## config.mk

```make
export PLATFORM = sky130hd
export DESIGN_NAME = dco_cal_ctrl_flat
export DESIGN_NICKNAME = d
export VERILOG_FILES = /design/src/rtl/dco_cal_if.sv /design/src/rtl/dco_cal_ctrl.sv /design/src/flat_wrapper.sv
export SDC_FILE = /design/constraint.sdc
export NUM_CORES = 1
export LEC_CHECK = 0
export CORE_MARGIN = 1
export CORE_UTILIZATION = 53
export DETAILED_ROUTE_END_ITERATION = 7
export PLACE_DENSITY = 0.9
export SLEW_MARGIN = 20
export SYNTH_ARGS = -nofsm -noshare
export SYNTH_HDL_FRONTEND = slang
export SYNTH_SLANG_ARGS = --single-unit
```

## constraint.sdc

```tcl
create_clock -name clk -period 4.4 [get_ports clk]
set_input_delay 1.32 -clock clk [delete_from_list [all_inputs] [get_ports clk]]
set_output_delay 1.32 -clock clk [all_outputs]
set_load 0.05 [all_outputs]
```

## src/rtl/dco_cal_if.sv

```systemverilog
// Bus between the DCO calibration sequencer and its surroundings: the
// start request, the DCO edge counter handshake, the loop filter offset and
// the resulting DCO control word with status flags.
//
// Handshake: every request/response here is a single-cycle pulse with no
// back-pressure. start asks for a new search. cnt_req opens one
// measurement window. cnt_valid marks the one cycle in which cnt_val holds
// that window's edge count. A pulse is acted on only in states that expect
// it and is otherwise dropped. No pulse is ever held or replayed.
interface dco_cal_if #(
    parameter int NBIT = 14,
    parameter int CW   = 16
);
    logic                   start;
    logic [CW-1:0]          target_cnt;
    logic                   cnt_req;
    logic                   cnt_valid;
    logic [CW-1:0]          cnt_val;
    logic signed [NBIT:0]   lf_offset;
    logic [NBIT-1:0]        code;
    logic                   busy;
    logic                   done;
    logic                   err;

    // Environment side: loop filter, edge counter, sequencing control
    modport master (
        output start, target_cnt, cnt_valid, cnt_val, lf_offset,
        input  cnt_req, code, busy, done, err
    );

    // Calibration controller side
    modport slave (
        input  start, target_cnt, cnt_valid, cnt_val, lf_offset,
        output cnt_req, code, busy, done, err
    );
endinterface

```

## src/rtl/dco_cal_ctrl.sv

```systemverilog
// Rx DCO control word sequencer. A start pulse runs an MSB-first
// successive-approximation search of the DCO code against a target edge
// count. The result becomes the calibrated code. In TRACK the loop filter
// offset is added to that code, and the sum is saturated to the code range.
module dco_cal_ctrl #(
    parameter int NBIT       = 14,
    parameter int CW         = 16,
    parameter int SETTLE_CYC = 32,
    parameter int TIMEOUT    = 1024
) (
    input  logic       clk,
    input  logic       rst,
    dco_cal_if.slave   bus,
    output logic [2:0] o_dbg_state
);

    typedef enum logic [2:0] {
        S_IDLE    = 3'd0,
        S_SETTLE  = 3'd1,
        S_MEASURE = 3'd2,
        S_TRACK   = 3'd3,
        S_ERR     = 3'd4
    } state_t;

    localparam int IW = (NBIT > 1) ? $clog2(NBIT) : 1;
    localparam int SW = $clog2(SETTLE_CYC + 1);
    localparam int TW = $clog2(TIMEOUT + 1);

    localparam logic [NBIT-1:0] C_MID     = {1'b1, {(NBIT-1){1'b0}}};
    localparam logic [NBIT-1:0] C_MAX     = {NBIT{1'b1}};
    localparam logic [IW-1:0]   C_TOP_IDX = IW'(NBIT - 1);
    localparam logic [SW-1:0]   C_SET_END = SW'(SETTLE_CYC - 1);
    localparam logic [TW-1:0]   C_TO_END  = TW'(TIMEOUT - 1);

    state_t            r_state;
    logic [NBIT-1:0]   r_code;
    logic [NBIT-1:0]   r_cal_code;
    logic [IW-1:0]     r_idx;
    logic [SW-1:0]     r_settle_cnt;
    logic [TW-1:0]     r_timeout_cnt;
    logic              r_cnt_req;

    state_t            w_state_nxt;
    logic [NBIT-1:0]   w_code_nxt;
    logic [NBIT-1:0]   w_cal_nxt;
    logic [IW-1:0]     w_idx_nxt;
    logic [SW-1:0]     w_settle_nxt;
    logic [TW-1:0]     w_timeout_nxt;
    logic              w_cnt_req_nxt;

    logic [NBIT-1:0]   w_dec_code;
    logic [IW-1:0]     w_idx_m1;
    logic signed [NBIT+1:0] w_sum;
    logic [NBIT-1:0]   w_track_code;

    // Trial bit decision and saturated tracking sum, both from current registers
    always_comb begin
        w_dec_code = r_code;
        if (bus.cnt_val > bus.target_cnt) begin
            // DCO runs too fast at this trial code; ties keep the bit
            w_dec_code[r_idx] = 1'b0;
        end
        w_idx_m1 = r_idx - IW'(1);

        // Sum is two bits wider than the code, so neither end can wrap
        w_sum = $signed({2'b00, r_cal_code}) + $signed({bus.lf_offset[NBIT], bus.lf_offset});
        if (w_sum[NBIT+1]) begin
            w_track_code = '0;
        end else if (w_sum[NBIT]) begin
            w_track_code = C_MAX;
        end else begin
            w_track_code = w_sum[NBIT-1:0];
        end
    end

    // Next-state and next-register logic of the calibration FSM
    always_comb begin
        w_state_nxt   = r_state;
        w_code_nxt    = r_code;
        w_cal_nxt     = r_cal_code;
        w_idx_nxt     = r_idx;
        w_settle_nxt  = r_settle_cnt;
        w_timeout_nxt = r_timeout_cnt;
        w_cnt_req_nxt = 1'b0;

        case (r_state)
            S_IDLE, S_ERR: begin
                if (bus.start) begin
                    w_state_nxt   = S_SETTLE;
                    w_code_nxt    = C_MID;
                    w_idx_nxt     = C_TOP_IDX;
                    w_settle_nxt  = '0;
                    w_timeout_nxt = '0;
                end
            end
            S_SETTLE: begin
                // Let the DCO settle on the new code, then open one window
                if (r_settle_cnt == C_SET_END) begin
                    w_state_nxt   = S_MEASURE;
                    w_cnt_req_nxt = 1'b1;
                    w_settle_nxt  = '0;
                    w_timeout_nxt = '0;
                end else begin
                    w_settle_nxt = r_settle_cnt + SW'(1);
                end
            end
            S_MEASURE: begin
                if (bus.cnt_valid) begin
                    if (r_idx != '0) begin
                        w_code_nxt           = w_dec_code;
                        w_code_nxt[w_idx_m1] = 1'b1;
                        w_idx_nxt            = w_idx_m1;
                        w_state_nxt          = S_SETTLE;
                        w_settle_nxt         = '0;
                    end else begin
                        w_code_nxt  = w_dec_code;
                        w_cal_nxt   = w_dec_code;
                        w_state_nxt = S_TRACK;
                    end
                end else if (r_timeout_cnt == C_TO_END) begin
                    // Counter never answered: park the DCO mid-range
                    w_state_nxt   = S_ERR;
                    w_code_nxt    = C_MID;
                    w_timeout_nxt = '0;
                end else begin
                    w_timeout_nxt = r_timeout_cnt + TW'(1);
                end
            end
            S_TRACK: begin
                if (bus.start) begin
                    w_state_nxt   = S_SETTLE;
                    w_code_nxt    = C_MID;
                    w_idx_nxt     = C_TOP_IDX;
                    w_settle_nxt  = '0;
                    w_timeout_nxt = '0;
                end else begin
                    w_code_nxt = w_track_code;
                end
            end
            default: begin
                w_state_nxt = S_IDLE;
                w_code_nxt  = C_MID;
            end
        endcase
    end

    // State and datapath registers; reset overrides everything
    always_ff @(posedge clk) begin
        if (rst) begin
            r_state       <= S_IDLE;
            r_code        <= C_MID;
            r_cal_code    <= C_MID;
            r_idx         <= C_TOP_IDX;
            r_settle_cnt  <= '0;
            r_timeout_cnt <= '0;
            r_cnt_req     <= 1'b0;
        end else begin
            r_state       <= w_state_nxt;
            r_code        <= w_code_nxt;
            r_cal_code    <= w_cal_nxt;
            r_idx         <= w_idx_nxt;
            r_settle_cnt  <= w_settle_nxt;
            r_timeout_cnt <= w_timeout_nxt;
            r_cnt_req     <= w_cnt_req_nxt;
        end
    end

    // Status flags decoded from the registered state
    always_comb begin
        bus.code    = r_code;
        bus.cnt_req = r_cnt_req;
        bus.busy    = (r_state == S_SETTLE) || (r_state == S_MEASURE);
        bus.done    = (r_state == S_TRACK);
        bus.err     = (r_state == S_ERR);
        o_dbg_state = r_state;
    end

endmodule

```

## src/flat_wrapper.sv

```systemverilog
// flat-port wrapper written by rule: the top's interface ports become plain ports
module dco_cal_ctrl_flat 
#(
    parameter int NBIT       = 14,
    parameter int CW         = 16,
    parameter int SETTLE_CYC = 32,
    parameter int TIMEOUT    = 1024
)
  (clk, rst, o_dbg_state, bus_start, bus_target_cnt, bus_cnt_valid, bus_cnt_val, bus_lf_offset, bus_cnt_req, bus_code, bus_busy, bus_done, bus_err);
  dco_cal_if #(.NBIT(NBIT), .CW(CW)) bus_i ();
  input  logic clk;
  input  logic rst;
  output logic [2:0] o_dbg_state;
  input wire logic [$bits(bus_i.start)-1:0] bus_start;
  input wire logic [$bits(bus_i.target_cnt)-1:0] bus_target_cnt;
  input wire logic [$bits(bus_i.cnt_valid)-1:0] bus_cnt_valid;
  input wire logic [$bits(bus_i.cnt_val)-1:0] bus_cnt_val;
  input wire logic [$bits(bus_i.lf_offset)-1:0] bus_lf_offset;
  output wire logic [$bits(bus_i.cnt_req)-1:0] bus_cnt_req;
  output wire logic [$bits(bus_i.code)-1:0] bus_code;
  output wire logic [$bits(bus_i.busy)-1:0] bus_busy;
  output wire logic [$bits(bus_i.done)-1:0] bus_done;
  output wire logic [$bits(bus_i.err)-1:0] bus_err;
  assign bus_i.start = bus_start;
  assign bus_i.target_cnt = bus_target_cnt;
  assign bus_i.cnt_valid = bus_cnt_valid;
  assign bus_i.cnt_val = bus_cnt_val;
  assign bus_i.lf_offset = bus_lf_offset;
  assign bus_cnt_req = bus_i.cnt_req;
  assign bus_code = bus_i.code;
  assign bus_busy = bus_i.busy;
  assign bus_done = bus_i.done;
  assign bus_err = bus_i.err;
  dco_cal_ctrl #(.NBIT(NBIT), .CW(CW), .SETTLE_CYC(SETTLE_CYC), .TIMEOUT(TIMEOUT)) u_core (.clk(clk), .rst(rst), .bus(bus_i), .o_dbg_state(o_dbg_state));
endmodule
```

==> results of run 1 <==
[synthesized netlist by cell type (2+ instances only)]
library cell  instances  area, um^2
a31oi_1              12        75.1
inv_1                27         101
mux2i_1               5        50.1
o21ai_0              26         130
or3_1                 4        25.0
nand3_1              30         150
a22oi_1               7        52.6
nand2b_1             11        68.8
a21oi_1              52         260
a211oi_1              3        22.5
nor2b_1               7        43.8
o41ai_2               2        32.5
buf_2                 7        35.0
nor3b_1               2        15.0
a211o_1               2        17.5
xor2_1               10        87.6
o31ai_1               2        15.0
o21ai_1               2        10.0
o21bai_1              4        30.0
xnor2_1              14         123
nor3_1               12        60.1
dfxtp_1              53        1060
and3_4                2        22.5
and3_1                2        12.5
nand4_1              12        75.1
nand2_1              57         214
and2_1                5        31.3
clkbuf_1             10        37.5
ha_1                 36         450
o211ai_1              3        22.5
o22ai_1               3        18.8
a21o_2                2        17.5
or2_2                 3        18.8
a21o_1                3        22.5
nor4_1                4        25.0
buf_6                 3        33.8
o221ai_1              2        17.5
nor2_1               43         161
[report_power, final]
part	internal (uW)	leakage, uW	total (uW)	switching [uW]
clock	125	0.0000433	292	167
sequential	498	0.000428	533	34.7
combinational	163	0.00136	405	242
total	786	0.00183	1230	444
[cells by family after synthesis]
logic type / after synthesis / share of synthesized area (%)
simple gates: 204 / 25.7
compound gates: 139 / 22.6
flops: 53 / 27.0
buf+inv: 50 / 6.08
fa+ha+maj: 37 / 12.0
xor+xnor: 24 / 5.35
mux: 5 / 1.27
[cell usage in the layout, fill, tap and decap left out, types with 7 or more instances in the layout]
cell,Yosys,routed
o21ai_0,26,26
a31oi_1,12,11
nand4_1,12,12
xor2_1,10,10
xnor2_1,14,14
nor2_1,43,43
nor2b_1,7,7
a21oi_1,52,52
nand3_1,30,30
ha_1,36,36
nor3_1,12,12
inv_1,27,27
a22oi_1,7,7
dfxtp_1,53,53
clkdlybuf4s50_1,0,71
nand2b_1,11,11
nand2_1,57,57
[sequential cells by signal, summed over array words and instances (netlist names)]
name                  flops
u_core.bus.cnt_req        1
u_core.r_idx              4
u_core.r_settle_cnt       6
u_core.o_dbg_state        3
u_core.bus.code          14
u_core.r_cal_code        14
u_core.r_timeout_cnt     11
[worst max-delay path by stage]
stage | start | endpoint | slack, ns
after detailed placement | bus_lf_offset[0] | u_core.bus.code[1] | 0.15
after global placement | bus_lf_offset[0] | u_core.bus.code[0] | 0.23
final | bus_lf_offset[0] | u_core.bus.code[1] | 0.47
after floorplan | bus_lf_offset[0] | u_core.bus.code[6] | 0.88
after CTS | bus_lf_offset[0] | u_core.bus.code[1] | 0.47
after global routing | bus_lf_offset[0] | u_core.bus.code[12] | 0.29
[tightest hold or removal path, delay by kind of cell, from the launching register on]
kind            cells  cell delay (ns)
flops               1             0.32
simple gates        1             0.05
compound gates      1             0.05
[layout make-up]
cell class	count	area share [%]
clock buffers	6	1.73
clock inverters	1	0.158
inverters	27	2.13
multi-input cells	409	55.3
flip-flops and latches	53	22.3
well taps	99	2.60
repair buffers	77	15.9
[layer usage]
layer	GRT usage [%]	vias to the layer above
met2	45.9	153
met3	4.71	16
met1	31.5	1775
met5	0	-
met4	8.06	0
li1	-	1975
[metrics by stage]
step | cells | instance area, um^2 | power (uW) | setup slack, ns | util [%]
final | 672 | 4770 | 1230 | 0.473 | 66.1
after global placement | 665 | 4670 | 934 | 0.226 | 64.7
after floorplan | 512 | 3930 | 824 | 0.879 | -
after CTS | 672 | 4760 | 1230 | 0.472 | 66.0
after detailed placement | 665 | 4670 | 942 | 0.148 | 64.7
after global routing | 672 | 4770 | 1300 | 0.290 | 66.1
==> metrics.txt, run 1 <==
post-CTS setup buffer count 0; unrepaired setup endpoints after global routing no; final setup fails 0; Syn Area/Cell 7.67 um^2; synthesis warning total 0; final setup TNS 0 ns; dpl hpwl 7.59 mm; first-pass GRT wire length 15.9 mm; H-tree depth 2; Routed WL 9.98 mm; WHS Path Cells 2; Max-slew headroom 43.6%; GR Overflow Total 0; synthesis-to-layout area growth 21.3%; worst r2r src u_core.o_dbg_state[1]; synthesized area 0.00393 mm^2; io pins 72; WP buf/inv 2; R2R Setup Slk 1.45 ns; largest net degree at the start of global routing 23; CTS Hold Bufs 0; vias in the first global route 3612; CTS Buffer Depth 2; Post-synth EDFFs 0; Worst Clk Skew 0.0117 ns; filler instances 618; antenna viol nets, final 0; routed vias/inst 5.83; WL met2 4.77 mm; Hold Crit Class register to register; prevailing post-synth register cell dfxtp_1; Iteration-0 DRC Markers 340; row cnt 31; core area 0.00721 mm^2; Critical Path RT 4.63 ns; outcome finished, final reports clean; Slew @ Worst Pin 0.838 ns; Setup crit start kind input pin; sequential element share of the synthesized area 27.0%; Final #Nets 661; min-delay src u_core.r_cal_code[7]; antenna violations before repair 0; wire per inst 14.9 um; share of cells above drive strength 1 5.06%; post-synthesis cell count 512; count of final max-slew check failures 0; CTS buffer count 5; Starting Density 54.4%; reg2reg path depth 5; Peak VDD IR 0.155 mV; met3 wire len 676 um; post-route DRC violation count 0; ys async rst share 0%; post-route minimum period 3.93 ns; crit path kind input pin to register; CTS clk-pin slew, worst paths 0.10 ns; post-CTS sizing 0; CTS tree yes; worst reg2reg endpoint u_core.r_cal_code[0]; M1 WL 4.35 mm; Sink Count 53; Die Width 88.1 um; Crit Path Max Fanout 11; final hold violations 0; CP Cell Sequence clkdlybuf4s50_1 > ha_1 > fa_1 > a21o_2 > a2111oi_4 > o2111ai_1 > a31oi_1 > xnor2_1 > buf_4 > nor2_1 > o221ai_1; Multi-input gate area 0.00263 mm^2; Hold EP u_core.r_cal_code[7]; pwr dens 258 mW/mm^2; Static Leak 0.00183 uW; Crit-path slowest cell clkdlybuf4s50_1; Critical Path AT 4.16 ns; Die ar. 0.00776 mm^2; register area 0.00106 mm^2; Final GP Congestion 0.874; maxcap violations 0; period utilization 89.2%; fmax 255 MHz; Cell variety after synth 66; DR top layer met4; root buffer cell clkbuf_8; delay of the slowest critical-path stage 0.40 ns; final antenna diode count 0; Stages on worst setup path 11; via count 3919; port buffer count 71; WHS 0.464 ns; worst-skew pair later-pin latency 0.32 ns; FF+latch count, synth 53; gr usage total 25.8%; syn nets 600; drt pass-1 iters 7; delay-heaviest family, CP compound AO/OA/AOI/OAI gates; die height 88.1 um; Critical Path Sink Type register
(Power assumes the default switching activity.)
==> inputs of run 2 (changes only) <==
--- a/config.mk
+++ b/config.mk
@@ -5,7 +5,7 @@
 export SDC_FILE = /design/constraint.sdc
 export NUM_CORES = 1
 export LEC_CHECK = 0
-export CORE_MARGIN = 1
+export CORE_MARGIN = 10
 export CORE_UTILIZATION = 53
 export DETAILED_ROUTE_END_ITERATION = 7
 export PLACE_DENSITY = 0.9
==> run 2 against run 1 <==
Utilization up 0.33 points. Highest routed layer unchanged. Global-route usage down 7.5 points. Setup slack worse by 0.12 ns. Die area up 45%. Total power up 5.6%. Sequential share of layout area down 0.11 points. Combinational power up 1%.
==> metrics.txt, run 2 (synthesis results as in run 1) <==
CP Cell Sequence clkdlybuf4s50_1 > ha_1 > fa_1 > a21o_2 > a2111oi_4 > o2111ai_1 > a31oi_1 > xnor2_1 > o21ai_0 > a21oi_1 (was clkdlybuf4s50_1 > ha_1 > fa_1 > a21o_2 > a2111oi_4 > o2111ai_1 > a31oi_1 > xnor2_1 > buf_4 > nor2_1 > o221ai_1); pwr dens 271 mW/mm^2 (was 258 mW/mm^2); sequential power share 41.0% (was 43.3%); Area after DPL 0.00467 mm^2 (unchanged); Starting Density 54.4% (unchanged); Iteration-0 DRC Markers 387 (was 340); gr usage total 18.3% (was 25.8%); synthesis-to-layout area growth 21.9% (was 21.3%); post-CTS sizing 0 (unchanged); CTS buffer count 5 (unchanged); via count 3966 (was 3919); most frequent cells in the layout clkdlybuf4s50_1, nand2_1, dfxtp_1, a21oi_1, nor2_1 (unchanged); Worst Clk Skew 0.00623 ns (was 0.0117 ns); post-route DRC violation count 0 (unchanged); commonest non-fill, non-tap cell in the layout clkdlybuf4s50_1 (unchanged); dpl hpwl 8.31 mm (was 7.59 mm); first-pass GRT wire length 17.7 mm (was 15.9 mm); register area 0.00106 mm^2 (unchanged); Crit Path Max Fanout 11 (unchanged); Static Leak 0.00185 uW (was 0.00183 uW); Hold Crit Class register to register (unchanged); Post-Route Utilization 66.4% (was 66.1%); count of final max-slew check failures 0 (unchanged); WHS Path Cells 2 (unchanged); period utilization 91.9% (was 89.2%); CTS Buffer Depth 2 (unchanged); crit path kind input pin to register (unchanged); Setup crit start kind input pin (unchanged); root buffer cell clkbuf_8 (unchanged); Slew @ Worst Pin 1.06 ns (was 0.838 ns); antenna violations before repair 0 (unchanged); worst-skew pair later-pin latency 0.31 ns (was 0.32 ns); Die ar. 0.0113 mm^2 (was 0.00776 mm^2); Crit-path slowest cell fa_1 (was clkdlybuf4s50_1); final antenna diode count 0 (unchanged); Final #Nets 661 (unchanged); CTS clk-pin slew, worst paths 0.10 ns (about the same); sw frac 34.9% (was 36.1%); Critical Path AT 4.27 ns (was 4.16 ns); Multi-input gate area 0.00263 mm^2 (about the same); share of cells above drive strength 1 5.05% (was 5.06%); vias in the first global route 3794 (was 3612); Max-slew headroom 29.2% (was 43.6%); port buffer count 71 (unchanged); Critical Path Sink Type register (unchanged); final hold violations 0 (unchanged); largest net degree at the start of global routing 22 (was 23); delay of the slowest critical-path stage 0.41 ns (was 0.40 ns); Peak VDD IR 0.161 mV (was 0.155 mV); Die Width 106 um (was 88.1 um); final setup TNS 0 ns (unchanged); fmax 247 MHz (was 255 MHz); maxcap violations 0 (unchanged); wire per inst 15.9 um (was 14.9 um); Int Power 846 uW (was 786 uW); Comb pwr share 31.6% (was 33.0%); routed vias/inst 5.89 (was 5.83); clock share of power 27.4% (was 23.7%); core area 0.00721 mm^2 (unchanged); GR Overflow Total 0 (unchanged); io pins 72 (unchanged); switching power 454 uW (was 444 uW); outcome finished, final reports clean (unchanged); reg2reg path depth 5 (unchanged); post-route minimum period 4.04 ns (was 3.93 ns); antenna viol nets, final 0 (unchanged); unrepaired setup endpoints after global routing no (unchanged); row cnt 31 (unchanged); Routed WL 10.7 mm (was 9.98 mm); Sink Count 53 (unchanged); Critical Path RT 4.63 ns (about the same); post-CTS setup buffer count 0 (unchanged); post-route cell area 0.00479 mm^2 (was 0.00477 mm^2); H-tree depth 2 (unchanged); filler instances 610 (was 618); CTS Hold Bufs 0 (unchanged); die height 106 um (was 88.1 um); Final GP Congestion 0.906 (was 0.874); WHS 0.468 ns (was 0.464 ns); final setup fails 0 (unchanged); drt pass-1 iters 5 (was 7); CTS tree yes (unchanged)
[run 2: layout make-up]
cell class                 instances  area share, %
timing repair buffer              77           15.8
clock inverter                     2          0.784
inverter                          27           2.12
clock buffer                       6           1.72
tap                               99           2.59
multi-input combinational        409           54.9
sequential                        53           22.2
[run 2: through the flow]
stage / setup slack, ns / power, uW / instances
after floorplan: 0.879 / 824 / 512
after global placement: 0.230 / 938 / 665
after detailed placement: 0.130 / 949 / 665
after CTS: 0.456 / 1300 / 673
after global routing: 0.201 / 1360 / 673
final: 0.357 / 1300 / 673
[run 2: worst max-delay path: cells and delay by family]
kind / cells / cell delay (ns)
AO/OA/AOI/OAI: 6 / 1.48
XOR/XNOR: 1 / 0.41
adder cells (fa/ha/maj): 2 / 0.65
buffers and inverters: 1 / 0.40
[run 2: power by group through the flow]
| stage | sequential [uW] | clock, uW | combinational, uW |
|---|---|---|---|
| detailed placement | 543 | 0 | 406 |
| finish | 532 | 356 | 410 |
| floorplan | 555 | 0 | 269 |
| global route | 537 | 374 | 453 |
| global placement | 541 | 0 | 397 |
| CTS | 531 | 357 | 410 |
[run 2: path summary, 6_finish.rpt]
kind,startpoint,to,slack (ns)
worst max-delay path,bus_lf_offset[0],u_core.bus.code[7],0.36
worst min-delay path,u_core.r_cal_code[8],u_core.r_cal_code[8],0.47
worst min register to register,u_core.r_cal_code[8],u_core.r_cal_code[8],0.47
worst max register to register,u_core.o_dbg_state[1],u_core.r_cal_code[0],1.41
[run 2: routing by layer]
layer | track usage, % | up-vias | wire length [um]
met5 | 0 | - | 0
met4 | 5.42 | 0 | 204
met3 | 3.38 | 22 | 758
met2 | 31.5 | 169 | 4980
met1 | 22.8 | 1819 | 4770
li1 | - | 1956 | -
